[config.mk]
export PLATFORM = sky130hd
export DESIGN_NAME = pipe_latch_stage
export DESIGN_NICKNAME = d
export VERILOG_FILES = /design/src/rtl/pipe_latch_stage.sv
export SDC_FILE = /design/constraint.sdc
export NUM_CORES = 1
export LEC_CHECK = 0
export BUFFER_PORTS_ARGS = -buffer_cell sky130_fd_sc_hd__buf_4
export CAP_MARGIN = 10
export CORE_MARGIN = 10
export CORE_UTILIZATION = 58
export CTS_CLUSTER_DIAMETER = 150
export CTS_CLUSTER_SIZE = 16
export DETAILED_ROUTE_END_ITERATION = 10
export HOLD_SLACK_MARGIN = 0.05
export PLACE_DENSITY = 0.85
export SLEW_MARGIN = 20
export SYNTH_ARGS = -nofsm -noshare
export SYNTH_HDL_FRONTEND = slang
export SYNTH_SLANG_ARGS = --single-unit
[constraint.sdc]
create_clock -name CLK -period 7.19 [get_ports CLK]
set_input_delay 0.719 -clock CLK [delete_from_list [all_inputs] [get_ports CLK]]
set_output_delay 0.719 -clock CLK [all_outputs]
set_load 0.03 [all_outputs]
[src/rtl/pipe_latch_stage.sv]
// -----------------------------------------------------------------------------
// pipe_latch_stage
//
// Generic pipeline register stage for one boundary between pipeline stages
// (IF/ID, ID/EX, EX/MEM or MEM/WB). It carries a payload and a control field
// and uses a valid/ready handshake on both sides.
//
// Parameters
//   DW    payload width; the instantiating stage packs its own fields into it
//   CW    control width; zeroed on reset and flush, masked while not valid
//   SKID  1: main + skid entry, in_ready comes straight from a flop
//         0: single entry, in_ready is combinational from out_ready
//   CNTW  width of the saturating bubble counter
//
// Ports
//   CLK         clock, rising edge
//   RST         asynchronous active-high reset
//   in_valid    upstream entry present
//   in_ready    stage accepts an entry this cycle
//   in_data     upstream payload
//   in_ctrl     upstream control bits
//   flush       kill every entry held in the stage (takes effect next cycle)
//   out_valid   out_data/out_ctrl carry a live entry
//   out_ready   downstream accepts
//   out_data    payload to the next stage
//   out_ctrl    control to the next stage, all-zero whenever out_valid=0
//   bubble_cnt  cycles in which downstream was ready but starved (saturates)
// -----------------------------------------------------------------------------
module pipe_latch_stage #(
    parameter int DW   = 32,
    parameter int CW   = 17,
    parameter int SKID = 1,
    parameter int CNTW = 16
) (
    input  logic            CLK,
    input  logic            RST,
    input  logic            in_valid,
    output logic            in_ready,
    input  logic [DW-1:0]   in_data,
    input  logic [CW-1:0]   in_ctrl,
    input  logic            flush,
    output logic            out_valid,
    input  logic            out_ready,
    output logic [DW-1:0]   out_data,
    output logic [CW-1:0]   out_ctrl,
    output logic [CNTW-1:0] bubble_cnt
);

    // Main entry: this is what the downstream stage sees.
    logic          main_valid_reg;
    logic [DW-1:0] main_data_reg;
    logic [CW-1:0] main_ctrl_reg;

    logic [CNTW-1:0] bubble_cnt_reg;

    logic in_xfer;
    assign in_xfer = in_valid & in_ready;

    generate
        if (SKID != 0) begin : g_skid
            // Second entry that absorbs the one item accepted while the main
            // entry is stalled. Because in_ready depends only on this flop and
            // flush, there is no combinational path from out_ready to in_ready.
            logic          skid_valid_reg;
            logic [DW-1:0] skid_data_reg;
            logic [CW-1:0] skid_ctrl_reg;

            assign in_ready = !skid_valid_reg & !flush;

            always_ff @(posedge CLK or posedge RST) begin
                if (RST) begin
                    main_valid_reg <= 1'b0;
                    main_data_reg  <= '0;
                    main_ctrl_reg  <= '0;
                    skid_valid_reg <= 1'b0;
                    skid_data_reg  <= '0;
                    skid_ctrl_reg  <= '0;
                end else if (flush) begin
                    // Data registers keep their stale contents; only the
                    // valid bits and control fields are cleared.
                    main_valid_reg <= 1'b0;
                    main_ctrl_reg  <= '0;
                    skid_valid_reg <= 1'b0;
                    skid_ctrl_reg  <= '0;
                end else if (main_valid_reg && !out_ready) begin
                    // Main is stalled: a new entry can only park in skid.
                    if (in_xfer) begin
                        skid_valid_reg <= 1'b1;
                        skid_data_reg  <= in_data;
                        skid_ctrl_reg  <= in_ctrl;
                    end
                end else if (skid_valid_reg) begin
                    // Main is empty or draining: the older skid entry moves
                    // up first. in_ready was low, so nothing arrives now.
                    main_valid_reg <= 1'b1;
                    main_data_reg  <= skid_data_reg;
                    main_ctrl_reg  <= skid_ctrl_reg;
                    skid_valid_reg <= 1'b0;
                    skid_ctrl_reg  <= '0;
                end else if (in_xfer) begin
                    main_valid_reg <= 1'b1;
                    main_data_reg  <= in_data;
                    main_ctrl_reg  <= in_ctrl;
                end else begin
                    main_valid_reg <= 1'b0;
                end
            end
        end else begin : g_direct
            logic out_xfer;
            assign out_xfer = main_valid_reg & out_ready;

            assign in_ready = (!main_valid_reg | out_ready) & !flush;

            always_ff @(posedge CLK or posedge RST) begin
                if (RST) begin
                    main_valid_reg <= 1'b0;
                    main_data_reg  <= '0;
                    main_ctrl_reg  <= '0;
                end else if (flush) begin
                    main_valid_reg <= 1'b0;
                    main_ctrl_reg  <= '0;
                end else if (in_xfer) begin
                    main_valid_reg <= 1'b1;
                    main_data_reg  <= in_data;
                    main_ctrl_reg  <= in_ctrl;
                end else if (out_xfer) begin
                    main_valid_reg <= 1'b0;
                end
            end
        end
    endgenerate

    // Starved cycle: downstream ready but nothing to give it. Saturates.
    always_ff @(posedge CLK or posedge RST) begin
        if (RST) begin
            bubble_cnt_reg <= '0;
        end else if (out_ready && !main_valid_reg && (bubble_cnt_reg != {CNTW{1'b1}})) begin
            bubble_cnt_reg <= bubble_cnt_reg + CNTW'(1);
        end
    end

    assign out_valid  = main_valid_reg;
    assign out_data   = main_data_reg;
    // Masking keeps a bubble looking like a NOP even though main_ctrl_reg
    // is not cleared on an ordinary drain.
    assign out_ctrl   = main_valid_reg ? main_ctrl_reg : '0;
    assign bubble_cnt = bubble_cnt_reg;

endmodule

==> results.ini <==
[status]
status = complete, no violations

[synthesis]
synth_most_common_cell = nand2_1
synth_nets = 584
avgSynthCellArea_sq_um = 9.93
synthCells = 529
syn-cell-area_sq_um = 5250
synth_area_leaders = dfrtp_1, mux2i_1, nand2_1, a21oi_1, nor2_1
ys_top_cells_by_count = nand2_1, dfrtp_1, mux2i_1
yosys.area.top_type_share_pct = 55.3
synth_edf_count = 0
yosysSeqAreaShare_pct = 55.3
dominantRegCellSynth = dfrtp_1
synth_area_leader_cell = dfrtp_1
ys_async_sr_fraction_pct = 100
yosysWarnings = 0
ys_ff_latch = 116
synth.distinct_cells = 43

[power]
leakagePower_nw = 3.14
peakVddDrop_mv = 0.189
total_power_mw = 2.08
power_density_nw_per_um2 = 307

[routing]
routed_wl_um = 13100
vias_per_cell = 5.55
dr.first_iter.drc_count = 183
detail_route.wl_per_cell_um = 17.2
drc = 0
ant_nets = 0
num_vias = 4227
first_pass_iters = 5

[placement]
dp_hpwl_um = 8750
postPlaceCellArea_sq_um = 6200
gp_congestion = 0.776
port_buffers = 120

[setup_path]
r2r_slack_ns = 4.55
crit_path_start = g_skid.skid_valid_reg
reg2regPathDepth = 6
crit_required_ns = 6.47
rr_startpoint = g_skid.skid_valid_reg
crit_path_end_kind = output port
cp-start-kind = flip-flop
path_class = flip-flop to output port
crit_fanout = 37
r2r_end = out_data[0]
arrival_ns = 2.19

[timing]
finalHoldViolations = 0
rsz0062_at_grt = false
finClkSkew_ns = 0.00896
max_slew.worst_pin.slew_ns = 0.942
finalSetupViolations = 0
max-slew-margin-rel_pct = 37.2
fin_crit_ns = 2.91
holdWs_ns = 0.294
final_max_slew_viol_count = 0
max_freq_mhz = 343
post-route-period-util_pct = 40.5
fin_tns_setup_ns = 0

[clock_network]
clock_latency_ns = 0.51
cts_setup_buffers = 0
cts-htree-levels = 4
clk_pin_slew_worst_paths_ns = 0.06
cts_root_buf = clkbuf_8
post_cts_resized = 0
cts_hold_buffers = 0
cts_tree = yes
clock-sinks = 116
cts_made_buffers = 17
cts_buffer_depth = 2

[die]
initial_core_util_pct = 59.9
dieWidth_um = 115
dieArea_sq_um = 13300
core_area_sq_um = 8760
num_rows = 34
ios = 121
dieHeight_um = 115

[cells_and_area]
nets = 697
drive_gt1_share_pct = 27.0
area_growth_pct = 28.9
nFillCells = 589
stdcell_area_sq_um = 6770
fin_util_pct = 77.3
n_antenna_cell = 0

[grt]
antenna_found_initial = 0
grt_use_met1_pct = 24.9
met2_usage_pct = 31.1
grt_use_met3_pct = 8.33
grt_overflow = 0
grt_util_all_layers_pct = 20.0
grt_max_degree = 69
grt_pass1_wl_um = 21500
grt_pass1_vias = 4311
busiest_layer = met2

[hold_path]
hp-class = primary input to asynchronous set/reset pin

[flow_run]
maxCapViolations = 0

[per-layer routing]
| layer | vias to the layer above | share of wire, % |
|---|---|---|
| li1 | 1998 | - |
| met1 | 2054 | 42 |
| met2 | 158 | 48 |
| met3 | 17 | 8.5 |
| met4 | 0 | 1.4 |
| met5 | - | 0 |
[worst max path at each step]
| stage | endpoint | cells after the start |
|---|---|---|
| 2_1_floorplan | bubble_cnt[0] | 1 |
| 3_3_place_gp | g_skid.skid_ctrl_reg[16] | 5 |
| 3_5_place_dp | g_skid.skid_ctrl_reg[12] | 5 |
| 4_1_cts | in_ready | 3 |
| 5_1_grt | in_ready | 3 |
| 6_report | in_ready | 3 |
[cell type report]
cell class	instances	area [sq um]	area share, %
sequential	116	2900	42.9
multi-input combinational	364	2150	31.8
timing repair buffer	125	946	14.0
clock buffer	21	459	6.78
tap	108	135	2.00
clock inverter	9	105	1.55
inverter	18	70.1	1.03
[critical path, cell delays in order (launching register included)]
cell and delay [ns]:
dfrtp_2 0.67, buf_4 0.62, nor2_2 0.15, buf_4 0.21
[placed cells by master, fill, tap and decap left out, types with 2 or more instances in the layout]
cell type / n
buf_4: 124
nand2_1: 117
dfrtp_1: 115
mux2i_1: 49
nor2_1: 39
a21oi_1: 34
nand3_1: 23
o21ai_0: 18
inv_1: 17
o31ai_1: 17
and2_1: 17
clkbuf_16: 16
xor2_1: 9
nand4_1: 4
clkbuf_8: 4
clkinvlp_4: 4
nor3_1: 3
nor4_1: 3
clkinv_2: 3
nor4_2: 2
o21a_1: 2
nand2b_1: 2
mux2_2: 2
nor2b_2: 2
nor2_2: 2
bufinv_16: 2
[report_power, final]
part | switching, mW | leakage (nW) | internal, mW
clock network | 0.283 | 0.268 | 0.514
logic | 0.262 | 1.43 | 0.166
registers | 0.0935 | 1.44 | 0.758
[through the flow]
| stage | setup WS [ns] | std cells |
|---|---|---|
| finish | 4.28 | 761 |
| global route | 4.18 | 761 |
| floorplan | 3.40 | 529 |
| global placement | 4.53 | 730 |
| detailed placement | 4.38 | 731 |
| CTS | 4.25 | 761 |
[cells by family (layout without fill, tap and decap cells)]
kind of cell | after synthesis | in the layout | share of synthesized area [%]
AO/OA/AOI/OAI | 74 | 74 | 8.22
XOR/XNOR | 9 | 9 | 1.50
adder cells (fa/ha/maj) | 1 | 1 | 0.238
buffers and inverters | 49 | 173 | 3.98
flip-flops | 116 | 116 | 55.3
multiplexers | 52 | 52 | 10.1
AND/OR/NAND/NOR | 228 | 228 | 20.7
No activity file was read; power rests on OpenSTA's default activity.
